<file path="src/rtl/run_statistics_counter.sv">
// Counts run cycles and F0 fetches from a start pulse until halt, with a req/ack read port.
// Define CYCLE_LIMIT_EN to add a watchdog that ends a run after CYCLE_LIMIT cycles.
module run_statistics_counter #(
  parameter int unsigned CNT_W       = 32,
  parameter int unsigned CYCLE_LIMIT = 1000000
) (
  input  logic        clock_i,
  input  logic        reset_i,
  input  logic        start_i,
  input  logic        halt_i,
  input  logic        dbg_f0_i,
  input  logic        rd_req_i,
  input  logic [1:0]  rd_sel_i,
  output logic        rd_ack_o,
  output logic [31:0] rd_data_o,
  output logic        running_o,
  output logic        done_o,
  output logic        overflow_o
);

  typedef enum logic [1:0] {
    S_IDLE   = 2'd0,
    S_RUN    = 2'd1,
    S_HALTED = 2'd2
  } state_e;

  localparam logic [CNT_W-1:0] CNT_MAX = '1;
  localparam logic [31:0]      ID_WORD = 32'hCDEC_5747;

  state_e           state_q;
  logic [CNT_W-1:0] cyc_cnt_q, cyc_cnt_d;
  logic [CNT_W-1:0] ins_cnt_q, ins_cnt_d;
  logic             overflow_q, overflow_d;
  logic             timeout_q;
  logic             running_q, done_q;
  logic             rd_ack_q;
  logic [31:0]      rd_data_q, rd_data_d;

`ifdef CYCLE_LIMIT_EN
  logic limit_hit;
  assign limit_hit = (32'(cyc_cnt_q) == CYCLE_LIMIT);
`endif

  // Saturating increments for a normal counting cycle in RUN.
  always_comb begin
    cyc_cnt_d  = cyc_cnt_q;
    ins_cnt_d  = ins_cnt_q;
    overflow_d = overflow_q;
    if (cyc_cnt_q == CNT_MAX) begin
      overflow_d = 1'b1;
    end else begin
      cyc_cnt_d = cyc_cnt_q + 1'b1;
    end
    if (dbg_f0_i) begin
      if (ins_cnt_q == CNT_MAX) begin
        overflow_d = 1'b1;
      end else begin
        ins_cnt_d = ins_cnt_q + 1'b1;
      end
    end
  end

  always_ff @(posedge clock_i) begin
    if (reset_i) begin
      state_q    <= S_IDLE;
      cyc_cnt_q  <= '0;
      ins_cnt_q  <= '0;
      overflow_q <= 1'b0;
      timeout_q  <= 1'b0;
      running_q  <= 1'b0;
      done_q     <= 1'b0;
    end else if (start_i) begin
      // start wins over halt and restarts from any state
      state_q    <= S_RUN;
      cyc_cnt_q  <= '0;
      ins_cnt_q  <= '0;
      overflow_q <= 1'b0;
      timeout_q  <= 1'b0;
      running_q  <= 1'b1;
      done_q     <= 1'b0;
    end else begin
      case (state_q)
        S_RUN: begin
`ifdef CYCLE_LIMIT_EN
          if (limit_hit) begin
            state_q   <= S_HALTED;
            running_q <= 1'b0;
            done_q    <= 1'b1;
            timeout_q <= 1'b1;
          end else
`endif
          if (halt_i) begin
            state_q   <= S_HALTED;
            running_q <= 1'b0;
            done_q    <= 1'b1;
          end else begin
            cyc_cnt_q  <= cyc_cnt_d;
            ins_cnt_q  <= ins_cnt_d;
            overflow_q <= overflow_d;
          end
        end
        default: begin
        end
      endcase
    end
  end

  always_comb begin
    case (rd_sel_i)
      2'd0:    rd_data_d = 32'(cyc_cnt_q);
      2'd1:    rd_data_d = 32'(ins_cnt_q);
      2'd2:    rd_data_d = {28'd0, timeout_q, overflow_q, done_q, running_q};
      default: rd_data_d = ID_WORD;
    endcase
  end

  always_ff @(posedge clock_i) begin
    if (reset_i) begin
      rd_ack_q  <= 1'b0;
      rd_data_q <= '0;
    end else if (rd_req_i && !rd_ack_q) begin
      rd_ack_q  <= 1'b1;
      rd_data_q <= rd_data_d;
    end else if (!rd_req_i) begin
      rd_ack_q  <= 1'b0;
    end
  end

  assign rd_ack_o   = rd_ack_q;
  assign rd_data_o  = rd_data_q;
  assign running_o  = running_q;
  assign done_o     = done_q;
  assign overflow_o = overflow_q;

endmodule

</file>
<file path="config.mk">
export PLATFORM = sky130hd
export DESIGN_NAME = run_statistics_counter
export DESIGN_NICKNAME = d
export VERILOG_FILES = /design/src/rtl/run_statistics_counter.sv
export SDC_FILE = /design/constraint.sdc
export NUM_CORES = 1
export LEC_CHECK = 0
export ABC_AREA = 1
export CORE_MARGIN = 2
export CORE_UTILIZATION = 34
export CTS_BUF_LIST = sky130_fd_sc_hd__clkbuf_4 sky130_fd_sc_hd__clkbuf_8
export CTS_CLUSTER_DIAMETER = 80
export CTS_CLUSTER_SIZE = 40
export DETAILED_ROUTE_END_ITERATION = 8
export GPL_TIMING_DRIVEN = 0
export PLACE_DENSITY_LB_ADDON = 0.1
export SYNTH_ARGS = -nofsm -noshare
export SYNTH_HDL_FRONTEND = slang
export SYNTH_SLANG_ARGS = --single-unit
</file>
<file path="constraint.sdc">
create_clock -name clock_i -period 2.25 [get_ports clock_i]
set_clock_uncertainty 0.1 [all_clocks]
set_input_delay 0.675 -clock clock_i [delete_from_list [all_inputs] [get_ports clock_i]]
set_output_delay 0.675 -clock clock_i [all_outputs]
set_load 0.01 [all_outputs]
</file>
# Yosys cells after proc, flatten, opt, wreduce, memory -nomap -nowiden
# Index checks and enable logic that the tools add are counted.
# totals
latchBits	0
mem_bits_rw	0
in_bits	8
register_bits	101
elab_cells	42
rom_bits	0
out_inout_bits	36
memories	0
# classes
mul	0
n_div	0
add_sub_neg	2
eq_ne	6
reduce_logical	11
mux	12
magnitude_cmp	0
shifts	0
bitwise	3
# ops
operator	n
$pmux 32 s3	1
$add 32x1->32 const B	2
$eq 32x32->1 const B	2
$mux 1	11
$reduce_and 2->1	3
$eq 2x1->1 const B	2
$reduce_and 4->1	1
$reduce_bool 2->1	2
$not 1->1	3
$reduce_and 3->1	1
$eq 2x2->1 const B	1
$logic_not 2->1	1
$ne 2x1->1 const B	1
$reduce_or 2->1	1
$logic_and 1x1->1	1
$logic_not 1->1	1

# Depth between registers and ports, before layout
# depth
word_depth	4
depth_mapped	11
depth_no_buf	10

# Worst setup path after synthesis
# Ideal clock, no wire load.
# synth_path
kind	reg-to-reg
startpoint	register cyc_cnt_q[0]
endpoint	register cyc_cnt_q[22]
path_buffers	1
synth_period_minus_slack_ns	1.804
setup_ns	0.139
required_ns	2.011
arrival_ns	1.565
slack_ns	0.446
stages_incl_launch_ff	12
path_cell_list	dfxtp_1 > ha_1 > inv_1 > nor2_2 > nand2_2 > nor2_4 > nand2_4 > nand2_4 > inv_2 > buf_2 > nand2_1 > a21oi_2
# synth_via
elab_chain_len	3
word_cells_on_any_way	4
cone_classes	add/sub: 1; eq/ne: 1; bitwise: 1; reduce/logical: 1
# synth_lines
item	line_no	text
start, declared	31	logic [CNT_W-1:0] cyc_cnt_q, cyc_cnt_d;
start signal, assigned	97	cyc_cnt_q <= cyc_cnt_d;
branches (longest 3 deep; another with $add 32x1->32)	-	
# Parallel ways; which one is timed is not known.
# A chain may end at the register's enable or synchronous reset.

==> reports/metrics.cfg <==
[run_status]
status = complete, no violations

[synth]
synth_fp_nets = 949
syn_avg_cell_area_um2 = 6.24
async_flop_share = 0
yosys.area_share.simple = 0.378
synth_cell_types = 34
synth_seq_cells = 100
synth-main-ff-cell = dfxtp_1
synth-compound-area-share = 0.134
synth_adder_area_share = 0.00427
yosysSeqAreaShare = 0.342
synth_area_leaders = dfxtp_1, nand2_1, nor2_1, inv_1, xor2_1
synth_common_cells = nand2_1, nor2_1, inv_1, dfxtp_1, a21oi_1
synthMuxAreaShare = 0
netlist.top_cell.by_area = dfxtp_1
synth_cells = 939
synth_edf_count = 0
synth_area_um2 = 5860
synth_top_family_by_area = simple AND/OR/NAND/NOR gates
yosys_warnings = 0
synth.most_common_cell = nand2_1
synth_xor_xnor_area_share = 0.0403
synth_top_area_share = 0.342

[timing]
rsz0062_at_grt = false
relSlewSlack = 0.467
period_minus_slack_ns = 2.18
period_share = 0.967
setup_viol = 0
setup_ws_ns = 0.0741
fmax_ghz = 0.460
tightest_slew_ns = 0.799
hold_viol = 0
drv_slew = 0

[floorplan]
ios = 44
rows = 48
start_util = 0.344
die_h_um = 135
die-area_um2 = 18300
fp.dieW_um = 135
coreArea_um2 = 17100

[setup_path]
endpoint = running_o
crit_path_cell_trace = clkdlybuf4s50_1
critical_path_class = reg -> out
worst-path-stages = 1
cp_max_fo = 5
r2r_end = cyc_cnt_q[28]
crit_arrival_ns = 1.40
worstPathRequired_ns = 1.47
startpoint = state_q[0]
rr_startpoint = cyc_cnt_q[0]
r2r_slack_ns = 0.10
cp_slowest_cell = clkdlybuf4s50_1
r2r_cells = 11
max_stage_delay_ns = 0.57
critPathTopFamily = buffers and inverters
path_buf_inv = 1
start_kind = register
end_kind = output port

[power_and_ir_drop]
power_density_nw_per_um2 = 525
p_total_uw = 3590
p_seq_frac = 0.515
switching_share = 0.272
ir_worst_vdd_v = 0.000283
intPower_uw = 2610
power.switching_uw = 975
comb_power_share = 0.099
clkPwrFrac = 0.386
p_leak_uw = 0.00250

[cts]
cts_hold_buffers = 0
clockRootBuffer = clkbuf_8
ctsHtreeMaxLevel = 3
clock_latency_ns = 0.40
cts_tree = done
clock-sinks = 100
cts_made_buffers = 9
clockBufferDepth = 2
cts.clk_slew.worst_paths_ns = 0.10

[placement]
portBuffers = 43
dp_slack_ns = -0.519
place_congestion = 0.924
dpl.hpwl_um = 15200
place_inst = 1207

[global_route]
grt_pass1_vias = 5339
antenna_found_initial = 0
grt_overflow = 0
grt_pass1_wl_um = 29700
grt_max_degree = 17
grt_usage = 0.215

[min_path]
hold_depth = 2
hp-start = cyc_cnt_q[8]
hold_path_class = reg -> reg

[route]
drc_errors = 0
drt-total-wl_um = 19200
detailedRoute.firstPassIterationCount = 6
via_count = 5893
vias_per_cell = 4.81
drt_iter0_markers = 495
ant_nets = 0
wl_per_cell_um = 15.7

[final_layout]
layout.cells.non_filler = 1225
antenna_cells = 0
n_fill_cell = 1864
nets = 1005
synthToLayoutAreaGrowth_pct = 16.7
drive_gt1_frac = 0.0760

[flow_run]
drv_cap = 0

[final cells by class]
type                            instances  area [um2]  area share
Buffer                                 29         173      0.0252
Clock buffer                           10         138      0.0201
Clock inverter                          6        86.3      0.0126
Inverter                              114         430      0.0629
Multi-Input combinational cell        695        3270       0.479
Sequential cell                       100        2000       0.293
Tap cell                              225         282      0.0412
Timing Repair Buffer                   46         453      0.0662
[worst min-delay path: stages (launching register included)]
cell and delay, ns:
dfxtp_1 0.34, nand2_1 0.07, a21oi_1 0.05
[through the flow]
stage	setup TNS [ns]	cell area, um2	hold slack (ns)	utilization
after floorplan	0	5860	0.370	-
after global placement	-34.04	6570	0.388	0.385
after detailed placement	-33.27	6570	0.389	0.385
after CTS	0	6800	0.405	0.399
after global routing	0	6840	0.443	0.401
final	0	6840	0.403	0.401
[timing repair]
item	4_1_cts	5_1_grt
cloned	0	0
buffers inserted	0	3
pin swaps	0	1
endpoints found under the setup margin	35	43
gates resized for setup	6	12
[state kept, by name (all words and copies together), names as in the netlist]
| name | count |
|---|---|
| rd_data_o | 32 |
| done_o | 1 |
| state_q | 1 |
| overflow_o | 1 |
| ins_cnt_q | 32 |
| rd_ack_o | 1 |
| cyc_cnt_q | 32 |
[how the worst min path moves through the flow]
stage,end
CTS,cyc_cnt_q[8]
global route,cyc_cnt_q[6]
global placement,ins_cnt_q[30]
finish,cyc_cnt_q[8]
detailed placement,cyc_cnt_q[8]
floorplan,ins_cnt_q[30]
[power groups by stage]
stage | clock network [uW] | logic, uW | registers, uW
after floorplan | 0 | 161 | 1890
after global placement | 0 | 349 | 1890
after detailed placement | 0 | 350 | 1890
after CTS | 1410 | 351 | 1850
after global routing | 1490 | 388 | 1850
final | 1390 | 355 | 1850
[cell usage in the layout (no fill, tap or decap), drive strengths merged]
cell             n
nand2          330
nor2           154
inv            114
dfxtp          100
a21oi           56
clkdlybuf4s50   43
nand3           39
o21ai           37
clkbuf          30
xor2            27
o221ai          23
buf             12
nand4           11
a31o             5
a31oi            3
nor3             3
clkinv           3
bufinv           2
ha               2
and2             1
nand3b           1
o22ai            1
o211ai           1
o21bai           1
clkinvlp         1
[cells by family after synthesis]
logic type,after synthesis
AND/OR/NAND/NOR,539
buffers and inverters,144
AO/OA/AOI/OAI,127
flip-flops,100
XOR/XNOR,27
adder cells (fa/ha/maj),2
[layer usage]
metal / vias up / track usage / share of wire
li1: 3077 / - / -
met1: 2641 / 0.315 / 0.50
met2: 159 / 0.323 / 0.42
met3: 16 / 0.0333 / 0.061
met4: 0 / 0.0642 / 0.015
met5: - / 0 / 0
No activity file was read; power rests on OpenSTA's default activity.
==> RTL change (same flow settings) <==
Change the parameter `CNT_W` from 32 to 24.
--- a/src/rtl/run_statistics_counter.sv
+++ b/src/rtl/run_statistics_counter.sv
@@ -3,3 +3,3 @@
 module run_statistics_counter #(
-  parameter int unsigned CNT_W       = 32,
+  parameter int unsigned CNT_W       = 24,
   parameter int unsigned CYCLE_LIMIT = 1000000
Formal check against the unedited RTL: no difference found for any inputs over 10 cycles, from zero or initial values and one cycle with reset_i high; that may be too few to reach the edited logic, so the function may still have changed.
==> RTL change against the unedited design <==
Routed wire length fell by 29%; critical path type unchanged; count of clock-buffer cells in the layout rose by 2; highest routed layer unchanged; worst setup slack improved by 0.0038 ns; clock power is 28% lower; sequential share of layout area down 0.27 points; power shrank 24%; sequential cell count fell by 23; die area shrank 23%; design area decreased by 22%; area after synthesis decreased by 23%; largest power group unchanged.
==> RTL change: results (changes against the unedited design) <==
[placement]
numPortBuffers=40  ; -7.0%
hpwl_microns=10770  ; -29%
post_dp_cell_area_sq_um=5127  ; -22%
gp_congestion=0.9313  ; +0.76%
place_ws_ns=-0.3858  ; +0.1332 ns

[finish]
fin_nets=752  ; -25%
seq_area_sq_um=1544  ; -23%
diodes=0  ; unchanged
fillCellCount=1417  ; -24%
largest_reg_flops=25
drive_above_1_share=0.08713  ; +0.01113

[clocking]
post-cts-setup-buffer-count=0  ; unchanged
cts_buffers=9  ; unchanged
clock_latency_ns=0.37  ; -0.03 ns
path_clk_slew_ns=0.08  ; -0.02 ns
htree_num_levels=3  ; unchanged
cts_root_buf=clkbuf_8
clk_path_buf_depth=2  ; unchanged

[worst_hold_path]
hold_path.class=reg2reg

[synth]
ys_top_cells_by_count=nand2_1 (188), nor2_1 (106), inv_1 (84), dfxtp_1 (77), nand3_1 (48)
synth-main-ff-cell=dfxtp_1
ys_types=32  ; -5.9%
synthTopCellsByArea=dfxtp_1 (34%), nand2_1 (16%), nor2_1 (8.8%), inv_1 (7.0%), nand3_1 (5.3%)
yosysSeqAreaShare=0.3426  ; +0.001087
synth-async-reset-ratio=0  ; unchanged
yosys_warnings=0  ; unchanged

[global_route]
grt_pass1_vias=4149  ; -22%
grt_usage=0.1967  ; -0.01811
grt_pass1_wl_microns=21580  ; -27%
use_met1=0.2509  ; -0.06444
grt_max_degree=13  ; -4
met3_usage=0.03879  ; +0.005497
antenna_found_initial=0  ; unchanged
met2_usage=0.3409  ; +0.01741

[pwr]
ir_drop_mv=0.3484  ; +23%
p_leak_nw=1.997  ; -20%

[route]
wl_microns=13640  ; -29%
drt_iter0_markers=279  ; -44%
routed.top_layer=met4
routed-wl-met2_microns=6671  ; -18%
dr.pass1.iters=6  ; unchanged
vias=4434  ; -25%
wl_met1_microns=6192  ; -36%
route.met3.wl_microns=602  ; -48%

[critical_path]
crit_path_max_fanout=6  ; +1
cp.arrival_ns=1.40  ; about the same

[outcome]
outcome=completed

[timing]
slew_headroom=0.5074  ; +0.04027
final-setup-viol-count=0  ; unchanged

## RTL change: final timing paths
check                           cells past startpoint           from  slack [ns]             to
worst max register to register                     10   cyc_cnt_q[1]        0.14     overflow_o
worst min register to register                      2  cyc_cnt_q[21]        0.40  cyc_cnt_q[21]
worst min-delay path                                2  cyc_cnt_q[21]        0.40  cyc_cnt_q[21]
worst max-delay path                                2  rd_data_o[30]        0.08  rd_data_o[26]
## RTL change: area by class of cell
type	count	share of cell area
inverter	87	0.06141
buffer	34	0.03976
tap	176	0.04141
timing repair buffer	40	0.07529
clock buffer	12	0.02988
multi-input combinational	493	0.4579
sequential	77	0.2904
clock inverter	3	0.004000
## RTL change: kinds of logic after synthesis
group           count (synthesis)  share of synthesized area
xor+xnor                       27                    0.05256
compound gates                 92                     0.1221
fa+ha+maj                       2                   0.005561
flops                          77                     0.3426
buf+inv                       121                     0.1187
simple gates                  369                     0.3576
other cells                     1                  0.0008335
## RTL change: through the flow
step / hold slack, ns / setup TNS [ns] / cells
2_1_floorplan: 0.3653 / 0 / 691
3_3_place_gp: 0.3817 / -15.27 / 907
3_5_place_dp: 0.3878 / -15.43 / 907
4_1_cts: 0.4005 / 0 / 922
5_1_grt: 0.4189 / 0 / 922
6_report: 0.4016 / 0 / 922
## RTL change: timing repair
action                                  4_1_cts  5_1_grt
cloned                                        0        0
hold buffers                                  0        0
endpoints found under the setup margin        4       28
gates resized for setup                       1        9
hold endpoints to repair                      0        0
## RTL change: power by group
group	total (mW)	switching, mW	leakage (nW)	internal (mW)
Combinational	0.296	0.165	1.28	0.131
Clock	0.996	0.528	0.0919	0.468
Sequential	1.43	0.0283	0.627	1.40
## RTL change: worst max-delay path, stage by stage (launching register included)
cell and delay [ns]:
dfxtp_2 0.39, buf_4 0.12, clkdlybuf4s50_1 0.53
